## src/rtl/rs_enc_stream.sv

```systemverilog
// Systematic Reed-Solomon encoder with a sop/eop/val/ena streaming interface.
// Data symbols pass straight through; CHECK parity symbols follow each block.
module rs_enc_stream #(
    parameter int unsigned M         = 8,
    parameter int unsigned CHECK     = 16,
    parameter int unsigned IRRPOL    = 285,
    parameter int unsigned GENSTART  = 0,
    parameter int unsigned ROOTSPACE = 1
) (
    input  logic         i_clk,
    input  logic         i_rst_n,
    input  logic         i_sink_val,
    input  logic         i_sink_sop,
    input  logic         i_sink_eop,
    output logic         o_sink_ena,
    input  logic [M-1:0] i_rsin,
    input  logic         i_source_ena,
    output logic         o_source_val,
    output logic         o_source_sop,
    output logic         o_source_eop,
    output logic [M-1:0] o_rsout,
    output logic         o_err
);

    localparam logic [M:0]  IRR    = IRRPOL[M:0];
    localparam int unsigned NFIELD = (1 << M) - 1;
    localparam logic [M:0]  KMAX   = (M+1)'(NFIELD - CHECK);
    localparam int unsigned PW     = $clog2(CHECK);

    typedef logic [CHECK-1:0][M-1:0] poly_t;
    typedef enum logic [1:0] {StIdle, StData, StParity} state_e;

    function automatic logic [M-1:0] gf_mul(input logic [M-1:0] a, input logic [M-1:0] b);
        logic [M:0] p;
        p = '0;
        for (int k = M - 1; k >= 0; k--) begin
            p = p << 1;
            if (p[M]) p = p ^ IRR;
            if (b[k]) p = p ^ {1'b0, a};
        end
        return p[M-1:0];
    endfunction

    function automatic logic [M-1:0] alpha_pow(input int unsigned e);
        logic [M-1:0] x;
        x = M'(1);
        for (int unsigned n = 0; n < (e % NFIELD); n++) x = gf_mul(x, M'(2));
        return x;
    endfunction

    // Monic generator; the implicit x^CHECK coefficient is not stored.
    function automatic poly_t gen_poly();
        logic [CHECK:0][M-1:0] g;
        logic [M-1:0]          root;
        g    = '0;
        g[0] = M'(1);
        for (int i = 0; i < CHECK; i++) begin
            root = alpha_pow(ROOTSPACE * (GENSTART + unsigned'(i)));
            for (int j = CHECK; j > 0; j--) g[j] = g[j-1] ^ gf_mul(g[j], root);
            g[0] = gf_mul(g[0], root);
        end
        return g[CHECK-1:0];
    endfunction

    localparam poly_t GEN = gen_poly();

    state_e          r_state;
    poly_t           r_lfsr;
    logic [M:0]      r_cnt;
    logic [PW-1:0]   r_par_cnt;
    logic            r_source_val;
    logic            r_source_sop;
    logic            r_source_eop;
    logic [M-1:0]    r_rsout;
    logic            r_err;

    logic            w_adv;
    logic            w_acc;
    poly_t           w_lfsr_base;
    poly_t           w_lfsr_upd;
    logic [M-1:0]    w_fb;
    logic [M:0]      w_cnt_base;
    logic [M:0]      w_cnt_new;
    logic            w_cnt_sat;
    logic            w_cnt_ovf;

    assign w_adv      = !r_source_val || i_source_ena;
    assign o_sink_ena = i_rst_n && w_adv && (r_state != StParity);
    assign w_acc      = i_sink_val && o_sink_ena;

    // A sop always starts from a cleared remainder and counter.
    assign w_lfsr_base = i_sink_sop ? '0 : r_lfsr;
    assign w_fb        = i_rsin ^ w_lfsr_base[CHECK-1];
    assign w_cnt_base  = i_sink_sop ? '0 : r_cnt;
    assign w_cnt_sat   = w_cnt_base > KMAX;
    assign w_cnt_new   = w_cnt_sat ? w_cnt_base : w_cnt_base + (M+1)'(1);
    assign w_cnt_ovf   = !w_cnt_sat && (w_cnt_new > KMAX);

    always_comb begin
        w_lfsr_upd    = '0;
        w_lfsr_upd[0] = gf_mul(GEN[0], w_fb);
        for (int i = 1; i < CHECK; i++) begin
            w_lfsr_upd[i] = w_lfsr_base[i-1] ^ gf_mul(GEN[i], w_fb);
        end
    end

    always_ff @(posedge i_clk or negedge i_rst_n) begin
        if (!i_rst_n) begin
            r_state      <= StIdle;
            r_lfsr       <= '0;
            r_cnt        <= '0;
            r_par_cnt    <= '0;
            r_source_val <= 1'b0;
            r_source_sop <= 1'b0;
            r_source_eop <= 1'b0;
            r_rsout      <= '0;
            r_err        <= 1'b0;
        end else begin
            r_err <= 1'b0;
            // Nothing moves while a presented symbol waits for downstream.
            if (w_adv) begin
                r_source_val <= 1'b0;
                r_source_sop <= 1'b0;
                r_source_eop <= 1'b0;
                case (r_state)
                    StIdle, StData: begin
                        if (w_acc) begin
                            if (i_sink_sop || r_state == StData) begin
                                r_source_val <= 1'b1;
                                r_source_sop <= i_sink_sop;
                                r_rsout      <= i_rsin;
                                r_lfsr       <= w_lfsr_upd;
                                r_cnt        <= w_cnt_new;
                                r_err        <= w_cnt_ovf || (i_sink_sop && r_state == StData);
                                r_state      <= i_sink_eop ? StParity : StData;
                            end else begin
                                r_err <= 1'b1;
                            end
                        end
                    end
                    StParity: begin
                        r_source_val <= 1'b1;
                        r_rsout      <= r_lfsr[CHECK-1];
                        r_lfsr       <= r_lfsr << M;
                        if (r_par_cnt == PW'(CHECK - 1)) begin
                            r_source_eop <= 1'b1;
                            r_state      <= StIdle;
                            r_par_cnt    <= '0;
                            r_cnt        <= '0;
                        end else begin
                            r_par_cnt <= r_par_cnt + PW'(1);
                        end
                    end
                    default: r_state <= StIdle;
                endcase
            end
        end
    end

    assign o_source_val = r_source_val;
    assign o_source_sop = r_source_sop;
    assign o_source_eop = r_source_eop;
    assign o_rsout      = r_rsout;
    assign o_err        = r_err;

endmodule
```

## config.mk

```make
export PLATFORM = sky130hd
export DESIGN_NAME = rs_enc_stream
export DESIGN_NICKNAME = d
export VERILOG_FILES = /design/src/rtl/rs_enc_stream.sv
export SDC_FILE = /design/constraint.sdc
export NUM_CORES = 1
export LEC_CHECK = 0
export ABC_AREA = 1
export BUFFER_PORTS_ARGS = -buffer_cell sky130_fd_sc_hd__buf_2
export CAP_MARGIN = 20
export CORE_MARGIN = 3
export CORE_UTILIZATION = 38
export DETAILED_ROUTE_END_ITERATION = 8
export PLACE_DENSITY = 0.53
export SLEW_MARGIN = 40
export SYNTH_ARGS = -nofsm -noshare
export SYNTH_HDL_FRONTEND = slang
export SYNTH_SLANG_ARGS = --single-unit
```

## constraint.sdc

```tcl
create_clock -name i_clk -period 3.6 [get_ports i_clk]
set_clock_uncertainty 0.15 [all_clocks]
set_input_delay 0.36 -clock i_clk [delete_from_list [all_inputs] [get_ports i_clk]]
set_output_delay 0.36 -clock i_clk [all_outputs]
set_load 0.05 [all_outputs]
```

; Word level (Yosys, flattened, before mapping)
; Index checks and enable logic that the tools add are counted.
; Widths: inputs -> output; s select.
[classes]
add_sub_neg = 2
n_lt_le_gt_ge = 2
eq_ne = 7
n_mux = 256
bitwise_logic = 226
reduce_logical = 17
[op_table]
columns = cell, count
row1 = $mux 5, 113
row2 = $not 4->4, 126
row3 = $mux 128, 3
row4 = $mux 8, 34
row5 = $pmux 128 s2, 1
row6 = $mux 7, 32
row7 = $mux 6, 32
row8 = $xor 8x8->8, 16
row9 = $not 3->3, 35
row10 = $not 5->5, 14
row11 = $mux 4, 17
row12 = $mux 9, 5
row13 = $not 2->2, 21
row14 = $not 6->6, 7
row15 = $gt 9x8->1 const B, 2
row16 = $pmux 9 s2, 1
row17 = $pmux 8 s2, 1
row18 = $mux 1, 11
row19 = $add 9x1->9 const B, 1
row20 = $mux 2, 4
row21 = $ne 2x2->1 const B, 4
row22 = $reduce_and 4->1, 2
row23 = $not 1->1, 7
row24 = $logic_and 1x1->1, 5
row25 = other kinds (13), 16
[totals]
ff_bits = 155
input_bits = 14
out_inout_bits = 13
wordCells = 534

; Longest topological paths before layout
; Gate-level depths: netlist of the first run.
[depth]
word_depth = 35
mapped_depth = 20
mapped_depth_nobuf = 18

; Least setup slack after synthesis of the first run
; No wires, ideal clock.
[synth_timing]
path_kind = register to register
from = register r_source_val (netlist: o_source_val)
to = register r_lfsr[86] (netlist bit)
setup_time_ns = 0.118
arrival_ns = 2.069
required_ns = 3.332
path_slack_ns = 1.264
stages_incl_launch_ff = 15
n_path_buf = 3
synth_period_minus_slack_ns = 2.336
cell_sequence = dfrtp_1 > inv_1 > nor2_1 > inv_1 > nand2_1 > nor3b_1 > a21oi_1 > inv_1 > nand2_1 > buf_4 > inv_2 > buf_2 > buf_2 > nand3_1 > nand2_1
[synth_via]
elab_chain_cells = 7
[synth_lines]
columns = item, line_no
row1 = from (decl), 71  ; logic r_source_val;
row2 = from (signal assigned), 113  ; r_source_val <= 1'b0;
row3 = from (signal assigned), 122  ; r_source_val <= 1'b0;
row4 = from (signal assigned), 129  ; r_source_val <= 1'b1;
row5 = $logic_not 1->1 *, 87  ; assign w_adv = !r_source_val || i_source_ena;
row6 = $logic_or 1x1->1 *, 87
row7 = $logic_and 1x1->1 (2 in series), 88  ; assign o_sink_ena = i_rst_n && w_adv && (r_state != StParity);
row8 = $logic_and 1x1->1, 89  ; assign w_acc = i_sink_val && o_sink_ena;
row9 = $ne 2x2->1 (no source line), n/a
row10 = $reduce_and 4->1 (no source line) *, n/a
row11 = to (signal assigned), 132  ; r_lfsr <= w_lfsr_upd;
row12 = to (signal assigned), 144  ; r_lfsr <= r_lfsr << M;
row13 = to (decl), 68  ; poly_t r_lfsr;
; Every way passes the cells marked *; elsewhere a longest branch is shown, timed or not.
; A chain may end at the register's enable or synchronous reset.

; Final worst setup path of the first run
[layout_timing]
from = input i_rst_n
to = register r_lfsr[120] (netlist bit)
[layout_via]
elab_chain_cells = 5
[layout_lines]
columns = item, line_no
row1 = from (decl), 11  ; input logic i_rst_n,
row2 = $logic_and 1x1->1 (2 in series), 88
row3 = $logic_and 1x1->1, 89
row4 = $ne 2x2->1 (no source line), n/a
row5 = $reduce_and 4->1 (no source line), n/a
; Every way passes these cells.

==> impl_metrics.toml, run 1 <==
[routing]
wirelength_mm = 31.4
drt-initial-drc-count = 921
detail-route-antenna-nets = 0
firstDrtPassIters = 6
drc = 0
vias_per_cell = 5.17
post_drt_wl_per_cell_um = 17.7
vias = 9174

[cts]
htree_levels = 4
cts.sinks = 155
clk_pin_slew_worst_paths_ns = 0.07
cts_tree = "yes"
post_cts_resized = 0
clock_path_buffers = 2
cts_buffers = 17
cts_root_buffer = "clkbuf_16"
insertion_delay_ns = 0.44

[grt]
grt_max_degree = 102
grt_pass1_vias = 8410
grt_usage_pct = 22.2
overflow = 0
antenna_found_initial = 0
grt_first_pass_wirelength_mm = 49.5

[setup_path]
cp_cell_sequence = "dlygate4sd3_1, buf_6, nand2_1, nor3b_1, a21oi_1, inv_1, nand2_4, inv_2, buf_4, nand3_1, o21ai_0"
cp-end-kind = "flip-flop"
worst_ep_arrival_time_ns = 3.07
path_class = "primary input to flip-flop"
r2r_setup_slack_ns = 0.78
cp_max_fo = 33
slowest_stage = "dlygate4sd3_1"
start_kind = "primary input"
critPathMaxStageDelay_ns = 0.54
crit_required_ns = 3.80

[sta]
setup_viol = 0
max_freq_ghz = 0.348
post-route-min-period_ns = 2.87
fin_hold_ws_ns = 0.0601
rsz0062_at_grt = "false"
relSlewSlack_pct = 54.1
worst_slew_pin_slew_ns = 0.688
min_period_over_period_pct = 79.8
final_hold_viol_count = 0
finalMaxSlewViolations = 0
tns_ns = 0

[logic_synthesis]
synthArstFlopShare_pct = 100
synthCells = 1429
synth_area_um2 = 10200
synth.avg_cell_area_um2 = 7.13
synth_edf_count = 0
ys_seq_area_share_pct = 38.1
synth_warnings = 0
synth.distinct_cells = 39
synth_ff_type = "dfrtp_1"
synth-seq-cells = 155
synth_nets = 1445

[finish]
final_cell_mix = "535 x nand2_1, 155 x dfrtp_1, 118 x nand3_1, 102 x o21ai_0, 83 x inv_1"
fin_nets = 1441
antenna_cells = 0
drive_above_1_share_pct = 10.1
area_growth_pct = 9.90
stdcell_area_um2 = 11200
nFillCells = 2713
final_cells = 1773
final_common_cell = "nand2_1"

[placed_design]
port_buffers = 26
dpl.hpwl_mm = 22.2
dp_cells = 1739
place.gp.congestion = 0.907
dpl_cell_area_um2 = 10600

[hold_path]
hp-class = "primary input to flip-flop"

[die]
core_area_um2 = 26200
initial_core_util_pct = 38.9
die_area_um2 = 28800
die_w_um = 170
rows = 59
fp.dieH_um = 170
io_pins = 27

[outcome]
status = "finished clean"

[power]
p_leak_nw = 5.45
irDropWorstVdd_mv = 0.361
powerDensity_nw_per_um2 = 951
fin_total_pwr_mw = 10.7

[run]
cap_viol_max_count = 0
==> area by class of cell <==
cell class / count / area, µm² / share of cell area (%)
flip-flops and latches: 155 / 3880 / 34.6
multi-input cells: 1102 / 5580 / 49.9
inverters: 98 / 378 / 3.37
repair buffers: 51 / 379 / 3.39
well taps: 335 / 419 / 3.74
clock buffers: 19 / 453 / 4.05
clock inverters: 13 / 106 / 0.950
==> state kept, by name, indices dropped and copies added (netlist names) <==
name,flops
o_err,1
o_rsout,8
o_source_eop,1
o_source_sop,1
o_source_val,1
r_cnt,9
r_lfsr,128
r_par_cnt,4
r_state,2
==> path summary, 6_finish.rpt <==
check                            from          end  depth (start not counted)
setup / recovery              i_rst_n  r_lfsr[120]                         11
hold / removal              i_rsin[0]   o_rsout[0]                          3
setup reg to reg           r_state[1]   r_lfsr[28]                         10
hold reg to reg            r_lfsr[87]   r_lfsr[87]                          2
max in group asynchronous     i_rst_n   r_lfsr[28]                          4
min in group asynchronous     i_rst_n   o_rsout[2]                          2
==> power breakdown <==
group	internal, mW	total, mW	switching [mW]	leakage [nW]
clock network	0.936	1.76	0.827	0.273
registers	2.54	3.09	0.549	1.93
logic	1.93	5.80	3.87	3.25
total	5.41	10.7	5.24	5.45
==> worst max-delay path: cells and delay by family <==
kind,cells,cell delay (ns)
AOI/OAI and AO/OA,2,0.23
buffers and inverters,5,1.69
and+or+nand+nor,4,0.74
==> layer usage <==
layer	vias up	wire, µm	part of all wire [%]	GRT usage, %
met1	4342	14500	46	31.4
met2	241	14500	46	35.3
met5	-	0	0	0
met4	0	618	2.0	5.80
met3	36	1830	5.8	3.94
li1	4555	-	-	-
==> timing repair <==
action                                 4_1_cts  5_1_grt
endpoints found under the hold margin       26        0
hold buffers                                 2        0
setup buffers                                0        0
==> metrics by stage <==
| stage | util [%] | setup WS, ns |
|---|---|---|
| after global placement | 40.5 | 0.521 |
| after detailed placement | 40.5 | 0.526 |
| after floorplan | - | 1.26 |
| final | 42.7 | 0.727 |
| after CTS | 42.7 | 0.699 |
| after global routing | 42.7 | 0.467 |
==> cell families (layout without fill, tap and decap cells) <==
kind of cell	Yosys count	after routing	synth area share (%)
XOR/XNOR	127	127	11.9
AND/OR/NAND/NOR	795	795	33.1
buffers and inverters	172	181	7.26
flip-flops	155	155	38.1
AO/OA/AOI/OAI	178	178	9.41
adder cells (fa/ha/maj)	2	2	0.246
==> synthesized netlist by cell type, types with 2 or more instances <==
cell type,number,area (µm²)
inv_2,10,37.5
a21oi_1,21,105
xor2_2,7,114
ha_1,2,25.0
o21ai_2,3,26.3
nor2_1,65,244
dfrtp_1,155,3880
xor2_4,2,55.1
nand3b_1,7,52.6
nor2_2,3,18.8
buf_4,7,52.6
nand2_4,8,90.1
o211ai_1,5,37.5
nand4_1,23,144
o21bai_1,2,15.0
inv_1,85,319
o21ai_1,17,85.1
a31oi_1,13,81.3
o22ai_1,13,81.3
or2_0,3,18.8
xor2_1,58,508
nand2_1,536,2010
xnor2_1,59,517
clkbuf_1,33,124
buf_6,5,56.3
nand2_2,24,150
buf_2,18,90.1
inv_4,3,18.8
buf_1,11,41.3
nand3_1,118,591
o21ai_0,102,510
nor3_1,4,20.0
Note: power is estimated with default switching activity, not from simulation.
==> run 2, diff against run 1 <==
--- a/config.mk
+++ b/config.mk
@@ -11,7 +11,7 @@
 export CORE_MARGIN = 3
 export CORE_UTILIZATION = 38
 export DETAILED_ROUTE_END_ITERATION = 8
-export PLACE_DENSITY = 0.53
+export PLACE_DENSITY = 0.55
 export SLEW_MARGIN = 40
 export SYNTH_ARGS = -nofsm -noshare
 export SYNTH_HDL_FRONTEND = slang
==> constraint.sdc (replaced) <==
create_clock -name i_clk -period 2.6 [get_ports i_clk]
set_clock_uncertainty 0.15 [all_clocks]
set_input_delay 0.26 -clock i_clk [delete_from_list [all_inputs] [get_ports i_clk]]
set_output_delay 0.26 -clock i_clk [all_outputs]
set_load 0.05 [all_outputs]
==> run 2 against run 1 <==
Net effect: first-iteration DRC count grew 1.8%; count of clock-buffer cells in the layout decreased by 1; core utilization rose by 1.8 points; cell count is 3.0% higher; critical endpoint is now r_lfsr[44]; flip-flop and latch count stayed put.
==> impl_metrics.toml, run 2 (synthesis results as in run 1) <==
[outcome]
status = "finished clean"

[routing]
firstDrtPassIters = 5
detail-route-antenna-nets = 0
post_drt_wl_per_cell_um = 17.4
vias_per_cell = 5.17
drc = 0
vias = 9437
drt-initial-drc-count = 938
wirelength_mm = 31.9

[sta]
post-route-min-period_ns = 2.45
finalMaxSlewViolations = 0
setup_viol = 0
relSlewSlack_pct = 53.3
worst_slew_pin_slew_ns = 0.701
min_period_over_period_pct = 94.4
final_hold_viol_count = 0
rsz0062_at_grt = "false"
max_freq_ghz = 0.408
tns_ns = 0
fin_ws_ns = 0.146

[grt]
grt_pass1_vias = 8817
grt_first_pass_wirelength_mm = 51.0
overflow = 0
antenna_found_initial = 1
grt_max_degree = 74
grt_usage_pct = 22.7

[setup_path]
critPathMaxStageDelay_ns = 0.51
crit_required_ns = 2.77
worst_ep_arrival_time_ns = 2.63
slowest_stage = "dfrtp_1"
critical_path_buf_inv_count = 0
cp-end-kind = "flip-flop"
path_class = "flip-flop to flip-flop"
start_kind = "flip-flop"
crit_family = "simple AND/OR/NAND/NOR gates"
cp_cell_sequence = "nand3_1, nand2_4, nand2_1, nand2_2, xor2_1, xor2_1, o21ai_0, nand3b_1, nand2_1"
cp_max_fo = 10

[power]
powerDensity_nw_per_um2 = 1300
irDropWorstVdd_mv = 0.554
fin_total_pwr_mw = 15.2
p_leak_nw = 5.72

[placed_design]
place.gp.congestion = 0.999
dp_worst_setup_slack_ns = -0.0796
dpl.hpwl_mm = 22.6
dp_cells = 1784
port_buffers = 26

[run]
cap_viol_max_count = 0

[finish]
top_register = "r_lfsr"
fin_util_pct = 44.5
antenna_cells = 0
final_common_cell = "nand2_1"
largest_reg_flops = 128
drive_above_1_share_pct = 12.9
area_growth_pct = 14.5
nFillCells = 2671
fin_nets = 1495
final_cell_mix = "533 x nand2_1, 155 x dfrtp_1, 118 x nand3_1, 102 x o21ai_0, 83 x inv_1"
final_cells = 1827

[cts]
cts.sinks = 155
insertion_delay_ns = 0.44
cts_tree = "yes"
htree_levels = 4
cts_root_buffer = "clkbuf_16"
cts_buffers = 17
clock_path_buffers = 2
clk_pin_slew_worst_paths_ns = 0.07

[die]
fp.dieH_um = 170
rows = 59
die_w_um = 170
die_area_um2 = 28800
core_area_um2 = 26200
io_pins = 27
initial_core_util_pct = 38.9

[hold_path]
hp-class = "primary input to flip-flop"
run 2: cell types whose count changed in the layout (fill, tap and decap cells not counted), sizes merged:
cell and delta:
buf +45, dlygate4sd3 +9, clkbuf -1, clkinv +1, clkinvlp -1, inv +1
run 2: where the power goes:
part	total [mW]	internal (mW)	switching, mW
combinational	8.52	3.07	5.45
sequential	4.26	3.52	0.745
clock	2.42	1.27	1.15
run 2: routing by layer:
metal / wire (µm) / share of wire [%] / global-route usage (%) / up-vias
met3: 1660 / 5.2 / 3.49 / 41
li1: - / - / - / 4660
met1: 15000 / 47 / 32.5 / 4490
met4: 775 / 2.4 / 7.01 / 2
met2: 14400 / 45 / 35.5 / 244
met5: 13 / 0.041 / 0 / -
run 2: final timing paths:
path,start,endpoint,slack [ns],depth (start not counted)
min in group asynchronous,i_rst_n,r_lfsr[64],0.26,3
min,i_rsin[2],o_rsout[2],0.03,3
max in group asynchronous,i_rst_n,r_lfsr[83],1.03,4
min reg2reg,r_lfsr[63],r_lfsr[63],0.33,2
max reg2reg,r_lfsr[126],r_lfsr[44],0.15,9
max,r_lfsr[126],r_lfsr[44],0.15,9
run 2: final cells by class:
cell class	instances	area (µm²)	share of cell area, %
multi-input cells	1102	5590	47.9
flip-flops and latches	155	3880	33.3
repair buffers	105	856	7.34
clock buffers	18	439	3.76
well taps	335	419	3.59
inverters	98	378	3.24
clock inverters	14	106	0.912
run 2: metrics by stage:
step	hold slack (ns)	area [µm²]
2_1_floorplan	-0.186	10200
3_3_place_gp	0.141	11000
3_5_place_dp	0.144	11000
4_1_cts	0.0129	11700
5_1_grt	0.0522	11700
6_report	0.0278	11700
run 2: timing repair:
action | in CTS | in global routing
hold buffers | 11 | 0
endpoints found under the hold margin | 30 | 0
gates resized for setup | 0 | 3
setup endpoints to repair | 0 | 28
buffers inserted | 0 | 0
run 2: worst min-delay path, cell delays in order:
cell     delay [ns]
buf_2          0.15
nand2_1        0.08
a31oi_1        0.07
==> run 3, diff against run 2 <==
--- a/config.mk
+++ b/config.mk
@@ -5,7 +5,6 @@
 export SDC_FILE = /design/constraint.sdc
 export NUM_CORES = 1
 export LEC_CHECK = 0
-export ABC_AREA = 1
 export BUFFER_PORTS_ARGS = -buffer_cell sky130_fd_sc_hd__buf_2
 export CAP_MARGIN = 20
 export CORE_MARGIN = 3
==> run 3 against run 2 <==
Net effect: fmax is 5.5% lower; flip-flop and latch count stayed put; count of clock-buffer cells in the layout down 1; design area increased by 6.4%; via count shrank 4.5%; area after synthesis is 0.98% higher; register-to-register slack got worse by 0.14 ns; critical path depth did not move; die area increased by 0.94%.
==> impl_metrics.toml, run 3 <==
[setup_path]
worst_ep_arrival_time_ns = 2.77
cp_max_fo = 5
path_class = "flip-flop to flip-flop"
crit_required_ns = 2.77
timing.rr.start = "r_lfsr[121]"
rr_worst_depth = 9
cp-end-kind = "flip-flop"
r2r_setup_slack_ns = 0.002
start_kind = "flip-flop"
rr_endpoint = "r_lfsr[36]"

[sta]
rsz0062_at_grt = "true"
finalMaxSlewViolations = 0
max_freq_ghz = 0.385
min_period_over_period_pct = 99.9
fin_hold_ws_ns = 0.0159
worst_slew_pin_slew_ns = 0.756
relSlewSlack_pct = 49.6
setup_viol = 0
post-route-min-period_ns = 2.60
final_hold_viol_count = 0

[routing]
firstDrtPassIters = 5
wirelength_mm = 31.4
vias = 9015
post_drt_wl_per_cell_um = 19.3
drt-initial-drc-count = 896
detail-route-antenna-nets = 0
drc = 0
vias_per_cell = 5.53

[logic_synthesis]
synth_top_area_share_pct = 37.7
synth_top_area_cell = "dfrtp_1"
synth.distinct_cells = 62
synth_edf_count = 0
synth_nets = 1222
synth_xor_area_share_pct = 18.2
ys_seq_area_share_pct = 37.7
synth_top_family_by_area = "compound AO/OA/AOI/OAI gates"
synth_simple_gate_area_share_pct = 16.1
synth-adder-area-share_pct = 0.243
synth.area.mux_share_pct = 0.924
synth_warnings = 0
synth-seq-cells = 155
yosysMostFrequentCell = "nand2_1"
synthCells = 1206
synth_commonest_cells = "190 x nand2_1, 155 x dfrtp_1, 128 x o21ai_0"
synth_top_cells_by_area = "dfrtp_1 38%, xnor2_1 7.9%, nand2_1 6.9%"
synthArstFlopShare_pct = 100
synth_compound_area_share_pct = 22.7
synth_area_um2 = 10300
synth.avg_cell_area_um2 = 8.53
synth_ff_type = "dfrtp_1"

[die]
die_area_um2 = 29100
initial_core_util_pct = 39.0
rows = 59
io_pins = 27
core_area_um2 = 26400
die_w_um = 171
fp.dieH_um = 171

[finish]
largest_reg_flops = 128
final_cell_mix = "189 x nand2_1, 150 x dfrtp_1, 128 x o21ai_0, 111 x a21oi_1, 104 x buf_4"
top_register = "r_lfsr"
final_common_cell = "nand2_1"
stdcell_area_um2 = 12400
drive_above_1_share_pct = 20.0
area_growth_pct = 20.6
fin_nets = 1297

[hold_path]
holdPathStages = 3
hp-start = "i_rsin[5]"
hp-class = "primary input to flip-flop"
whs_endpoint = "o_rsout[5]"

[grt]
grt_usage_pct = 22.2
grt_pass1_vias = 8345
grt_max_degree = 127
overflow = 0
antenna_found_initial = 0
grt_first_pass_wirelength_mm = 49.9

[placed_design]
place.gp.congestion = 0.878
dpl_cell_area_um2 = 11400
port_buffers = 26
dpl.hpwl_mm = 21.1

[cts]
htree_levels = 4
cts.sinks = 155
clock_path_buffers = 2
cts_tree = "yes"
clk_pin_slew_worst_paths_ns = 0.08
cts_root_buffer = "clkbuf_16"
insertion_delay_ns = 0.44
cts_buffers = 17

[outcome]
status = "finished clean"

[run]
cap_viol_max_count = 0
[run 3: routing by layer]
layer	vias up	global-route usage [%]	routed length (µm)
met4	0	5.86	649
met5	-	0	0
met3	36	3.35	1400
li1	4361	-	-
met1	4409	32.6	14800
met2	209	34.2	14600
[run 3: through the flow]
stage,utilization [%],setup WS [ns],cells,TNS [ns]
6_report,47.1,0.00227,1630,0
5_1_grt,47.1,-0.0697,1629,-0.235
4_1_cts,45.8,-0.0129,1614,-0.0129
3_5_place_dp,43.1,-0.136,1575,-0.332
3_3_place_gp,43.1,-0.153,1575,-0.247
2_1_floorplan,-,-0.0332,1206,-0.0332
[run 3: layout make-up]
type | count | area, µm²
diodes | 1 | 2.50
clock buffers | 17 | 425
clock inverters | 15 | 150
fillers | 2498 | 13900
inverters | 9 | 33.8
multi-input cells | 953 | 6320
flip-flops and latches | 155 | 3880
well taps | 335 | 419
repair buffers | 145 | 1180
[run 3: critical path: stages (launching register included)]
cell and delay (ns):
dfrtp_2 0.46, xnor2_2 0.17, nor2_2 0.07, xnor2_2 0.23, xnor3_2 0.55, xor2_4 0.24, buf_12 0.15, xor2_2 0.15
mux2i_1 0.22, o21ai_1 0.08
[run 3: cell families (layout without fill, tap and decap cells)]
group	count (synthesis)	in the layout
simple gates	379	379
xor+xnor	175	175
flops	155	155
fa+ha+maj	2	2
other cells	0	1
compound gates	388	388
mux	9	9
buf+inv	98	186
[run 3: worst max path at each step]
stage                     slack, ns  cells past startpoint         from          to
after floorplan               -0.03                     14   i_sink_sop    r_cnt[3]
after global placement        -0.15                      8  r_lfsr[122]  r_lfsr[99]
after detailed placement      -0.14                      8  r_lfsr[122]  r_lfsr[99]
after CTS                     -0.01                      8  r_lfsr[126]  r_lfsr[67]
after global routing          -0.07                      9  r_lfsr[126]  r_lfsr[56]
final                         0.002                      9  r_lfsr[121]  r_lfsr[36]
[run 3: timing repair]
action / CTS / global route
hold buffers: 4 / 0
pin swaps: 2 / 10
hold endpoints to repair: 33 / 0
endpoints found under the setup margin: 8 / 42
setup buffers: 3 / 15
gates resized for setup: 6 / 35
Power of run 3 is not shown: default switching activity piles up to over one toggle a cycle in this logic, so the estimate is an artifact.
